===== config.mk =====
export PLATFORM = sky130hd
export DESIGN_NAME = alu_issue_queue
export DESIGN_NICKNAME = d
export VERILOG_FILES = /design/src/rtl/alu_issue_queue.sv
export SDC_FILE = /design/constraint.sdc
export NUM_CORES = 1
export LEC_CHECK = 0
export ABC_AREA = 1
export CAP_MARGIN = 20
export CELL_PAD_IN_SITES_DETAIL_PLACEMENT = 1
export CELL_PAD_IN_SITES_GLOBAL_PLACEMENT = 1
export CORE_AREA = 2 2 84 86
export CTS_BUF_LIST = sky130_fd_sc_hd__clkbuf_4
export CTS_CLUSTER_DIAMETER = 50
export CTS_CLUSTER_SIZE = 14
export DETAILED_ROUTE_END_ITERATION = 7
export DIE_AREA = 0 0 86 88
export PLACE_DENSITY_LB_ADDON = 0.1
export SLEW_MARGIN = 20
export SYNTH_ARGS = -nofsm -noshare
export SYNTH_HDL_FRONTEND = slang
export SYNTH_SLANG_ARGS = --single-unit

===== constraint.sdc =====
create_clock -name clk -period 2.15 [get_ports clk]
set_input_delay 0.645 -clock clk [delete_from_list [all_inputs] [get_ports clk]]
set_output_delay 0.645 -clock clk [all_outputs]
set_load 0.05 [all_outputs]

===== src/rtl/alu_issue_queue.sv =====
// alu_issue_queue
//
// Front end for the small 3-bit ALU. A producer pushes {op, a, b} commands
// into a power-of-two FIFO. One command at a time is issued onto registered
// ALU operand/opcode outputs. The block then waits a fixed ALU latency,
// captures the ALU result and offers it downstream on a valid/ready port.
// Only one command is ever in flight.
//
// Ports
//   clk         system clock, rising edge
//   rst         synchronous active-high reset
//   in_valid    producer has a command
//   in_ready    queue has room (depends on registered occupancy only)
//   in_a/in_b   command operands
//   in_op       command opcode
//   alu_a/b/op  registered operands/opcode driven to the ALU
//   alu_result  result returned by the ALU
//   out_valid   captured result is available
//   out_ready   consumer takes the result
//   out_result  captured ALU result
//   out_op      opcode of the command that produced out_result
//   count       FIFO occupancy
//   busy        state machine is not idle
module alu_issue_queue #(
  parameter int DATA_W  = 3,
  parameter int OP_W    = 3,
  parameter int RES_W   = 4,
  parameter int DEPTH   = 4,
  parameter int ALU_LAT = 1
) (
  input  logic                       clk,
  input  logic                       rst,
  input  logic                       in_valid,
  output logic                       in_ready,
  input  logic [DATA_W-1:0]          in_a,
  input  logic [DATA_W-1:0]          in_b,
  input  logic [OP_W-1:0]            in_op,
  output logic [DATA_W-1:0]          alu_a,
  output logic [DATA_W-1:0]          alu_b,
  output logic [OP_W-1:0]            alu_op,
  input  logic [RES_W-1:0]           alu_result,
  output logic                       out_valid,
  input  logic                       out_ready,
  output logic [RES_W-1:0]           out_result,
  output logic [OP_W-1:0]            out_op,
  output logic [$clog2(DEPTH):0]     count,
  output logic                       busy
);

  localparam int PTR_W  = $clog2(DEPTH);
  localparam int CNT_W  = PTR_W + 1;
  localparam int WCNT_W = (ALU_LAT > 0) ? $clog2(ALU_LAT + 1) : 1;
  localparam int ENT_W  = OP_W + 2 * DATA_W;

  typedef enum logic [1:0] {
    IDLE,
    WAIT,
    HOLD
  } state_e;

  state_e              state_q;
  logic [CNT_W-1:0]    count_q;
  logic [CNT_W-1:0]    count_d;
  logic [PTR_W-1:0]    wrPtr_q;
  logic [PTR_W-1:0]    rdPtr_q;
  logic [ENT_W-1:0]    mem_q [DEPTH];
  logic [ENT_W-1:0]    head_d;
  logic                push_d;
  logic                pop_d;

  logic [DATA_W-1:0]   aluA_q;
  logic [DATA_W-1:0]   aluB_q;
  logic [OP_W-1:0]     aluOp_q;
  logic [OP_W-1:0]     op_q;
  logic [WCNT_W-1:0]   wcnt_q;
  logic                outValid_q;
  logic [RES_W-1:0]    outResult_q;
  logic [OP_W-1:0]     outOp_q;

  // Handshake decisions. Accepting a push only looks at the registered
  // occupancy, so a full queue refuses a push even on an edge where it pops.
  // A pop happens whenever a new command is issued: from IDLE with anything
  // queued, or from HOLD when the consumer takes the result and more work
  // is waiting. There is no bypass: only entries already in the queue at
  // the edge are eligible.
  always_comb begin
    push_d = in_valid && (count_q != CNT_W'(DEPTH));
    pop_d  = (count_q != '0) &&
             ((state_q == IDLE) || ((state_q == HOLD) && out_ready));
    head_d = mem_q[rdPtr_q];
  end

  // Occupancy bookkeeping: a simultaneous push and pop leaves it unchanged.
  always_comb begin
    count_d = count_q;
    case ({push_d, pop_d})
      2'b10:   count_d = count_q + CNT_W'(1);
      2'b01:   count_d = count_q - CNT_W'(1);
      default: count_d = count_q;
    endcase
  end

  // Storage array. It carries no reset; the pointers and count decide
  // which entries are meaningful, so stale contents are never observed.
  always_ff @(posedge clk) begin
    if (push_d) begin
      mem_q[wrPtr_q] <= {in_op, in_a, in_b};
    end
  end

  // Pointers and occupancy. Pointer widths equal log2(DEPTH), so natural
  // overflow gives the modulo-DEPTH wrap.
  always_ff @(posedge clk) begin
    if (rst) begin
      wrPtr_q <= '0;
      rdPtr_q <= '0;
      count_q <= '0;
    end else begin
      if (push_d) begin
        wrPtr_q <= wrPtr_q + PTR_W'(1);
      end
      if (pop_d) begin
        rdPtr_q <= rdPtr_q + PTR_W'(1);
      end
      count_q <= count_d;
    end
  end

  // Issue/wait/hold state machine with all of its outputs registered.
  // Issuing a command (from IDLE or straight out of HOLD) is the only place
  // the ALU operand registers change, so they keep their last value while
  // idle. The wait counter is loaded with the ALU latency on issue and the
  // result is captured on the edge where it reads zero, giving ALU_LAT+1
  // cycles from issue to out_valid.
  always_ff @(posedge clk) begin
    if (rst) begin
      state_q     <= IDLE;
      aluA_q      <= '0;
      aluB_q      <= '0;
      aluOp_q     <= '0;
      op_q        <= '0;
      wcnt_q      <= '0;
      outValid_q  <= 1'b0;
      outResult_q <= '0;
      outOp_q     <= '0;
    end else begin
      if (pop_d) begin
        aluOp_q <= head_d[ENT_W-1 -: OP_W];
        aluA_q  <= head_d[2*DATA_W-1 -: DATA_W];
        aluB_q  <= head_d[DATA_W-1:0];
        op_q    <= head_d[ENT_W-1 -: OP_W];
        wcnt_q  <= WCNT_W'(ALU_LAT);
      end
      case (state_q)
        IDLE: begin
          if (pop_d) begin
            state_q <= WAIT;
          end
        end
        WAIT: begin
          if (wcnt_q == '0) begin
            outResult_q <= alu_result;
            outOp_q     <= op_q;
            outValid_q  <= 1'b1;
            state_q     <= HOLD;
          end else begin
            wcnt_q <= wcnt_q - WCNT_W'(1);
          end
        end
        HOLD: begin
          if (out_ready) begin
            outValid_q <= 1'b0;
            state_q    <= pop_d ? WAIT : IDLE;
          end
        end
        default: begin
          state_q <= IDLE;
        end
      endcase
    end
  end

  // Outputs are straight copies of registered state.
  always_comb begin
    in_ready   = (count_q != CNT_W'(DEPTH));
    alu_a      = aluA_q;
    alu_b      = aluB_q;
    alu_op     = aluOp_q;
    out_valid  = outValid_q;
    out_result = outResult_q;
    out_op     = outOp_q;
    count      = count_q;
    busy       = (state_q != IDLE);
  end

endmodule


=== Yosys cells after proc, flatten, opt, wreduce, memory -nomap -nowiden ===
Memory sizes are Yosys's and may differ from the RTL's. A register that Yosys moved wholly into a read port is not among the register bits.
Index checks and enable logic that the tools add are counted.

* Equal/unequal tests: 8
* Bitwise logic cells: 1
* Shifts and indexed selects: 0
* Order comparisons: 0
* $mul: 0
* $add $sub $neg: 5
* Muxes and demuxes: 14
* Reduce and logical (&&, ||, !) cells: 12
* Div/mod/pow operators: 0

{| class="wikitable"
|+ Operators by type and width
! kind !! number
|-
| two-way mux 1 bit || 8
|-
| two-way mux 2 bit || 3
|-
| != test 2 bit, second input constant || 3
|-
| one-hot mux 2 bit (3 select lines) || 1
|-
| one-hot mux 3 bit (2 select lines) || 1
|-
| AND reduction 3 bit || 2
|-
| nonzero test 2 bit || 3
|-
| adder 2 x 1 -> 2 bit, second input constant || 2
|-
| equality test 2 x 1 -> 1 bit, second input constant || 2
|-
| equality test 2 bit, second input constant || 2
|-
| adder 3 x 1 -> 3 bit, second input constant || 1
|-
| logical AND 1 bit || 3
|-
| != test 3 bit, second input constant || 1
|-
| nonzero test 3 bit || 1
|-
| subtractor 3 x 1 -> 3 bit, second input constant || 1
|-
| zero test 2 bit || 1
|-
| one-hot mux 1 bit (2 select lines) || 1
|-
| AND reduction 2 bit || 1
|-
| logical OR 1 bit || 1
|-
| NOT 1 bit || 1
|-
| subtractor 1 bit, second input constant || 1
|}

* Bits in writable memories: 36
* Register bits after elaboration: 18
* Output and inout bits: 22
* Memories: 1
* Bits in latches: 0
* Input bits: 17
* Logic and storage cells: 49
* Bits in read-only memories: 0

{| class="wikitable"
|+ Memory list
! name !! words !! bits a word !! rd ports !! clocked after memory_dff !! write ports !! line !! source
|-
| mem_q || 4 || 9 || 1 || 1 || 1 || 66 || <nowiki>logic [ENT_W-1:0] mem_q [DEPTH];</nowiki>
|}

=== Logic depth before layout (Yosys ltp) ===
Gate-level depths: netlist of the first run.

* Word-level depth: 7
* Depth in mapped cells: 13
* Gate-level depth less buffers: 13

=== Worst setup path before layout of the first run ===
Ideal clock, no wire load.

* Kind: reg2reg
* From: register count_q[2], in the netlist count[2]
* To: register count_q[2], in the netlist count[2]
* Path buffers: 0
* Period minus slack after synthesis: 2528 ps
* Setup time: 113 ps
* Arrival: 2415 ps
* Setup slack: -378 ps
* Stages on the path, launching flop included: 12
* Data required time: 2037 ps
* Cell sequence: dfxtp_1 -> nand3_1 -> nand2_2 -> ha_1 -> inv_1 -> fa_1 -> inv_1 -> nand2_1 -> nand3_1 -> nand2_1 -> nand2_1 -> nor2_1

* Word-level cells in the longest chain between the ends: 4
* Elaborated cells between the ends (all ways): 10
* Classes of those cells: 2 x add/sub; 3 x eq/ne; 1 x mux; 4 x reduce/logical

{| class="wikitable"
|+ Ends and longest elaborated chain
! what !! line !! source
|-
| start, declared || 62 || <nowiki>logic [CNT_W-1:0] count_q;</nowiki>
|-
| start signal, assigned || 125 || <nowiki>count_q <= count_d;</nowiki>
|-
| != test 3 bit (*) || -- ||
|-
| net in_ready || 34 || <nowiki>output logic in_ready,</nowiki>
|-
| logical AND 1 bit (*) || 87 || <nowiki>push_d = in_valid && (count_q != CNT_W'(DEPTH));</nowiki>
|-
| equality test 2 x 1 -> 1 bit / equality test 2 bit (equally long branches) || 96 || <nowiki>case ({push_d, pop_d})</nowiki>
|-
| one-hot mux 3 bit (2 select lines) / nonzero test 2 bit (equally long branches) || -- ||
|}

Mark *: on every way through the listed nets, which the timed path passes. The rest lies on a longest branch.
A chain may end at the register's enable or synchronous reset.

==> insert_results.sql, run 1 <==
INSERT INTO impl_metrics (metric_group, metric, value, unit) VALUES
('status', 'status', 'completed', ''),
('setup_path', 'worst_setup_path_start_kind', 'register', ''),
('setup_path', 'path_cells', 'dlygate4sd2_1', ''),
('sta', 'final.min_clock_period', '1.96', 'ns'),
('floorplan', 'dieHeight', '88', 'microns'),
('job', 'max_cap_viol_count', '0', ''),
('setup_path', 'timing.critical_path.to_type', 'output port', ''),
('detailed_routing', 'routed_wl', '5.89', 'mm'),
('place', 'dp_cells', '434', ''),
('layout', 'final_net_count', '388', ''),
('setup_path', 'critPathLaunch', 'op_q[0]', ''),
('floorplan', 'initial_util', '0.412', ''),
('power_and_ir_drop', 'power.total', '0.00459', 'W'),
('sta', 'finalHoldViolations', '0', ''),
('layout', 'flow.area_growth_from_synthesis', '24.3', '%'),
('sta', 'tightestPinTransition', '0.488', 'ns'),
('floorplan', 'ios', '39', ''),
('power_and_ir_drop', 'power_per_cell_area', '1350', 'mW/mm^2'),
('global_routing', 'antenna_found_initial', '0', ''),
('synth', 'synth_top_family_by_area', 'simple AND/OR/NAND/NOR gates', ''),
('worst_hold_path', 'worstHoldPathType', 'reg -> reg', ''),
('place', 'place.gp.congestion', '0.682', ''),
('synth', 'synthesis.instances', '309', ''),
('setup_path', 'data_arrival_time_of_the_critical_path', '1.31', 'ns'),
('worst_hold_path', 'hold_path_depth', '2', ''),
('global_routing', 'pin_count_of_the_biggest_net_entering_global_routing', '22', ''),
('global_routing', 'grt_first_pass_wirelength', '9.87', 'mm'),
('synth', 'synth.lib_cells_used.distinct', '23', ''),
('place', 'portBuffers', '38', ''),
('detailed_routing', 'drt-initial-drc-count', '32', ''),
('setup_path', 'critical_path.top_delay_family', 'buffers and inverters', ''),
('layout', 'final_core_utilization', '0.513', ''),
('setup_path', 'data_required_time_of_the_worst_path', '1.50', 'ns'),
('place', 'pre_cts_ws', '-0.452', 'ns'),
('synth', 'synth_compound_area_frac', '0.0402', ''),
('synth', 'ys_async_sr_fraction', '0', ''),
('detailed_routing', 'detail_route.first_pass.iterations', '4', ''),
('power_and_ir_drop', 'power.ir.vdd_worst', '0.539', 'mV'),
('floorplan', 'coreArea', '0.00664', 'sq mm'),
('setup_path', 'setup.worst_path.end', 'alu_op[0]', ''),
('synth', 'number_of_synthesized_flops_with_an_enable_pin', '36', ''),
('layout', 'n_fill_cell', '803', ''),
('layout', 'antenna-diode-count', '0', ''),
('synth', 'post_synth_mux_area_share', '0', ''),
('sta', 'grt_setup_unrepaired', 'no', ''),
('synth', 'yosysSeqAreaShare', '0.592', ''),
('global_routing', 'track_usage', '0.173', ''),
('clock_tree', 'ctsRootBufferMaster', 'sky130_fd_sc_hd__clkbuf_4', ''),
('detailed_routing', 'via_count', '2059', ''),
('synth', 'yosys.area_share.simple', '0.228', ''),
('clock_tree', 'clock_latency', '0.40', 'ns'),
('clock_tree', 'tritoncts', 'done', ''),
('sta', 'drv_slew', '0', ''),
('synth', 'avgSynthCellArea', '8.87', 'sq um'),
('power_and_ir_drop', 'power.static_leakage', '1.60', 'nW'),
('clock_tree', 'clock_tree.htree_level_count', '3', ''),
('setup_path', 'ff2ff_path_depth', '13', ''),
('global_routing', 'grt_remaining_overflow', '0', ''),
('setup_path', 'reg2reg_setup_slack', '0.27', 'ns'),
('setup_path', 'critical_path_depth', '1', ''),
('sta', 'maxClockFrequency', '0.511', 'GHz'),
('sta', 'post-route-period-util', '0.910', ''),
('place', 'place.detailed.hpwl', '4.08', 'mm'),
('detailed_routing', 'detail-route-antenna-nets', '0', ''),
('synth', 'synthXorXnorAreaFrac', '0', ''),
('setup_path', 'timing.critical_path.buf_inv', '1', ''),
('setup_path', 'crit_slowest_cell', 'sky130_fd_sc_hd__dlygate4sd2_1', ''),
('clock_tree', 'tritoncts_num_sinks', '63', ''),
('synth', 'yosys_register_bits', '63', ''),
('clock_tree', 'cts_inserted_buffers', '9', ''),
('clock_tree', 'holdBufCountCts', '0', '');
==> per-stage QoR <==
stage	instance area (sq um)	hold slack, ns
after CTS	3410	0.468
after floorplan	2760	0.469
after global placement	3280	0.449
final	3410	0.466
after global routing	3410	0.492
after detailed placement	3280	0.454
==> how the worst min path moves through the flow <==
stage,startpoint,end,slack (ns)
6_report,out_op[2],out_op[2],0.47
5_1_grt,out_result[0],out_result[0],0.49
4_1_cts,out_op[2],out_op[2],0.47
3_5_place_dp,out_op[2],out_op[2],0.45
3_3_place_gp,out_result[1],out_result[1],0.45
2_1_floorplan,wcnt_q,state_q[0],0.47
==> power breakdown <==
group | internal, W | total, W | switching [W]
Combinational | 0.000699 | 0.00212 | 0.00142
Clock | 0.000381 | 0.000823 | 0.000442
Sequential | 0.00150 | 0.00165 | 0.000148
==> cell usage in the layout (no fill, tap or decap), drive strengths merged <==
cell	Yosys	final
fa	1	1
ha	5	5
dfxtp	27	27
or2	1	1
clkinvlp	0	1
edfxtp	36	36
nor2	27	27
inv	62	62
clkbuf	3	11
bufinv	0	1
dlygate4sd2	0	16
nand3	34	34
nand2	87	87
clkdlybuf4s50	0	15
o21ai	2	2
a21oi	17	17
clkinv	2	5
buf	5	22
==> cells in the mapped netlist (2+ instances only) <==
library cell	n	share of area
sky130_fd_sc_hd__a21oi_1	15	0.027
sky130_fd_sc_hd__buf_2	2	0.0037
sky130_fd_sc_hd__buf_6	2	0.0082
sky130_fd_sc_hd__clkbuf_1	2	0.0027
sky130_fd_sc_hd__clkinv_1	2	0.0027
sky130_fd_sc_hd__dfxtp_1	27	0.20
sky130_fd_sc_hd__edfxtp_1	36	0.39
sky130_fd_sc_hd__ha_1	5	0.023
sky130_fd_sc_hd__inv_1	60	0.082
sky130_fd_sc_hd__inv_2	2	0.0027
sky130_fd_sc_hd__nand2_1	84	0.12
sky130_fd_sc_hd__nand2_2	2	0.0046
sky130_fd_sc_hd__nand3_1	34	0.062
sky130_fd_sc_hd__nor2_1	26	0.036
sky130_fd_sc_hd__o21ai_0	2	0.0037
==> final cells by class <==
| type | instances | area [sq um] | area share |
|---|---|---|---|
| inverter | 64 | 240 | 0.0705 |
| clock inverter | 5 | 58.8 | 0.0173 |
| tap | 80 | 100 | 0.0294 |
| clock buffer | 11 | 82.6 | 0.0242 |
| timing repair buffer | 53 | 468 | 0.137 |
| sequential | 63 | 1620 | 0.477 |
| multi-input combinational | 174 | 832 | 0.244 |
==> cells by family (layout without fill, tap and decap cells) <==
family / Yosys count / count (layout)
flip-flops: 63 / 63
buffers and inverters: 72 / 133
AND/OR/NAND/NOR: 149 / 149
AO/OA/AOI/OAI: 19 / 19
adder cells (fa/ha/maj): 6 / 6
==> metal layers <==
layer / vias to the layer above / part of all wire / track usage
met1: 947 / 0.45 / 0.218
met3: 9 / 0.033 / 0.0386
met4: 0 / 0.016 / 0.0823
li1: 1070 / - / -
met2: 33 / 0.50 / 0.282
met5: - / 0 / 0
==> repair_timing <==
action                                  in CTS  in global routing
hold endpoints to repair                     0                  0
setup buffers                                0                  0
gates resized for setup                     18                  0
endpoints found under the setup margin      16                  0
==> state kept, by name, summed over array words and instances (netlist names) <==
register and count:
wcnt_q 1, wrPtr_q 2, state_q 2, mem_q 36, out_op 3, op_q 3, rdPtr_q 2, out_result 4
count 3, out_valid 1, alu_b 3, alu_a 3
No activity file was read; power rests on OpenSTA's default activity.
==> run 2: changes to the inputs <==
--- a/config.mk
+++ b/config.mk
@@ -15,8 +15,9 @@
 export CTS_CLUSTER_SIZE = 14
 export DETAILED_ROUTE_END_ITERATION = 7
 export DIE_AREA = 0 0 86 88
+export GPL_TIMING_DRIVEN = 0
 export PLACE_DENSITY_LB_ADDON = 0.1
-export SLEW_MARGIN = 20
+export REMOVE_ABC_BUFFERS = 1
 export SYNTH_ARGS = -nofsm -noshare
 export SYNTH_HDL_FRONTEND = slang
 export SYNTH_SLANG_ARGS = --single-unit
==> run 2 against run 1 <==
  * Final cell count is 2.4% lower
  * Power fell by 3.4%
  * Clock power decreased by 4.5%
  * Fmax decreased by 1.5%
  * Wire length down 0.41%
  * Global-route usage is 0.086 points lower
  * Design area is 3.0% lower
  * Combinational power decreased by 8%
  * Non-clock buffer count is 12 lower
  * Register-to-register slack worse by 0.07 ns
  * Critical endpoint is now mem_q[3][3]
==> insert_results.sql, run 2 (synthesis gave the netlist of run 1 again) <==
INSERT INTO impl_metrics (metric_group, metric, value, unit) VALUES
('power_and_ir_drop', 'clock_power_share', '0.177', ''),
('layout', 'antenna-diode-count', '0', ''),
('place', 'place.gp.congestion', '0.748', ''),
('setup_path', 'data_arrival_time_of_the_critical_path', '2.01', 'ns'),
('sta', 'finalSetupViolations', '0', ''),
('place', 'dpl_cell_area', '0.00316', 'sq mm'),
('layout', 'final_net_count', '377', ''),
('layout', 'largest_reg_flops', '36', ''),
('layout', 'most-common-layout-cells', 'sky130_fd_sc_hd__nand2_1 (84), sky130_fd_sc_hd__inv_1 (58), sky130_fd_sc_hd__edfxtp_1 (36)', ''),
('layout', 'top_register', 'mem_q', ''),
('sta', 'finalClockSkew', '0.0149', 'ns'),
('sta', 'holdWs', '0.466', 'ns'),
('detailed_routing', 'vias_per_cell', '4.65', ''),
('detailed_routing', 'routed_wl', '5.87', 'mm'),
('global_routing', 'pin_count_of_the_biggest_net_entering_global_routing', '23', ''),
('floorplan', 'dieHeight', '88', 'microns'),
('floorplan', 'die_area', '0.00757', 'sq mm'),
('global_routing', 'grt_pass1_vias', '2103', ''),
('setup_path', 'crit_type', 'in -> reg', ''),
('setup_path', 'worst_setup_path_start_kind', 'primary input', ''),
('global_routing', 'grt_remaining_overflow', '0', ''),
('clock_tree', 'cts.reportedPaths.clkPinSlew', '0.10', 'ns'),
('detailed_routing', 'drt-wirelength-per-cell', '13.4', 'microns'),
('layout', 'leading_cell_type_in_the_layout_fill_and_taps_excluded', 'sky130_fd_sc_hd__nand2_1', ''),
('detailed_routing', 'via_count', '2043', ''),
('layout', 'finish.instance_area', '0.00330', 'sq mm'),
('power_and_ir_drop', 'power.switching', '0.00197', 'W'),
('power_and_ir_drop', 'power.static_leakage', '1.55', 'nW'),
('floorplan', 'die_x', '86', 'microns'),
('power_and_ir_drop', 'power.ir.vdd_worst', '0.479', 'mV'),
('power_and_ir_drop', 'switching_share', '0.445', ''),
('clock_tree', 'ctsRootBufferMaster', 'sky130_fd_sc_hd__clkbuf_4', ''),
('power_and_ir_drop', 'cellInternalPower', '0.00246', 'W'),
('place', 'portBuffers', '38', ''),
('floorplan', 'coreArea', '0.00664', 'sq mm'),
('layout', 'n_fill_cell', '788', ''),
('clock_tree', 'clock_tree.htree_level_count', '3', ''),
('layout', 'drive_above_1_share', '0.0947', ''),
('worst_hold_path', 'worstHoldPathType', 'reg -> reg', ''),
('status', 'status', 'completed', ''),
('setup_path', 'max_stage_delay', '0.71', 'ns'),
('setup_path', 'cp_max_fo', '9', ''),
('layout', 'flow.area_growth_from_synthesis', '20.5', '%'),
('power_and_ir_drop', 'combinational_share_of_power', '0.440', ''),
('global_routing', 'antenna_found_initial', '0', ''),
('power_and_ir_drop', 'power_per_cell_area', '1340', 'mW/mm^2'),
('place', 'pre_cts_ws', '-0.687', 'ns'),
('detailed_routing', 'detail-route-antenna-nets', '0', ''),
('setup_path', 'data_required_time_of_the_worst_path', '2.18', 'ns'),
('setup_path', 'path_cells', 'clkdlybuf4s50_1 -> nand2_2 -> nor2_1', ''),
('sta', 'maxClockFrequency', '0.504', 'GHz'),
('power_and_ir_drop', 'pwr-share-seq', '0.383', ''),
('place', 'place.detailed.hpwl', '3.86', 'mm'),
('floorplan', 'fp_rows', '30', ''),
('detailed_routing', 'detail_route.first_pass.iterations', '4', ''),
('sta', 'slew_headroom', '0.390', ''),
('clock_tree', 'buffer_levels_on_the_longest_clock_path', '2', ''),
('detailed_routing', 'drt_drc_violations_left', '0', ''),
('clock_tree', 'holdBufCountCts', '0', ''),
('sta', 'timing.final.ws_setup', '0.164', 'ns'),
('floorplan', 'ios', '39', ''),
('sta', 'final.min_clock_period', '1.99', 'ns'),
('clock_tree', 'clock_latency', '0.41', 'ns'),
('job', 'max_cap_viol_count', '0', ''),
('detailed_routing', 'drt-initial-drc-count', '36', ''),
('sta', 'drv_slew', '0', ''),
('sta', 'post-route-period-util', '0.924', ''),
('sta', 'finalHoldViolations', '0', ''),
('setup_path', 'timing.critical_path.to_type', 'register', ''),
('setup_path', 'crit_slowest_cell', 'sky130_fd_sc_hd__nor2_1', ''),
('floorplan', 'initial_util', '0.412', ''),
('global_routing', 'grt_first_pass_wirelength', '9.60', 'mm'),
('sta', 'grt_setup_unrepaired', 'no', ''),
('clock_tree', 'tritoncts_num_sinks', '63', ''),
('sta', 'tightestPinTransition', '0.911', 'ns'),
('clock_tree', 'cts_inserted_buffers', '9', ''),
('clock_tree', 'tritoncts', 'done', ''),
('global_routing', 'track_usage', '0.172', '');
## run 2: worst paths after layout
kind                  from       endpoint  slack, ns  cells after the start
max               in_valid    mem_q[3][3]       0.16                      3
min          out_result[3]  out_result[3]       0.47                      2
max reg2reg       count[1]       count[2]       0.20                     13
min reg2reg  out_result[3]  out_result[3]       0.47                      2
## run 2: cell type report
type                    count  area [sq um]  share of cell area
flip-flops and latches     63          1620               0.491
multi-input cells         175           842               0.255
repair buffers             41           367               0.111
inverters                  64           240              0.0728
well taps                  80           100              0.0303
clock buffers              11          82.6              0.0250
clock inverters             5          48.8              0.0148
## run 2: power by group through the flow
stage | Clock [W] | Combinational [W] | Sequential (W)
floorplan | 0 | 0.000982 | 0.00207
global placement | 0 | 0.00191 | 0.00172
detailed placement | 0 | 0.00194 | 0.00173
CTS | 0.000818 | 0.00200 | 0.00170
global route | 0.000866 | 0.00221 | 0.00173
finish | 0.000786 | 0.00195 | 0.00170
## run 2: critical path: cells and delay by family
family / cells / cell delay, ns
simple gates: 2 / 0.84
buf+inv: 1 / 0.52
## run 2: layer usage
layer / part of all wire / routed length, microns / track usage
met5: 0 / 0 / 0
met2: 0.50 / 2950 / 0.302
met4: 0.018 / 104 / 0.0722
met3: 0.051 / 302 / 0.0650
met1: 0.43 / 2510 / 0.186
## run 2: per-stage QoR
step / setup TNS (ns) / util / instances / total power (W)
3_3_place_gp: -13.21 / 0.476 / 419 / 0.00363
5_1_grt: 0 / 0.497 / 439 / 0.00481
3_5_place_dp: -12.94 / 0.476 / 419 / 0.00367
2_1_floorplan: -6.57 / - / 301 / 0.00306
6_report: 0 / 0.497 / 439 / 0.00444
4_1_cts: 0 / 0.499 / 439 / 0.00452
## run 2: repair_timing
item                       in CTS  in global routing
setup endpoints to repair      24                  2
pin swaps                       1                  0
gates cloned                    1                  0
resized for setup              32                  4
setup buffers                   3                  0
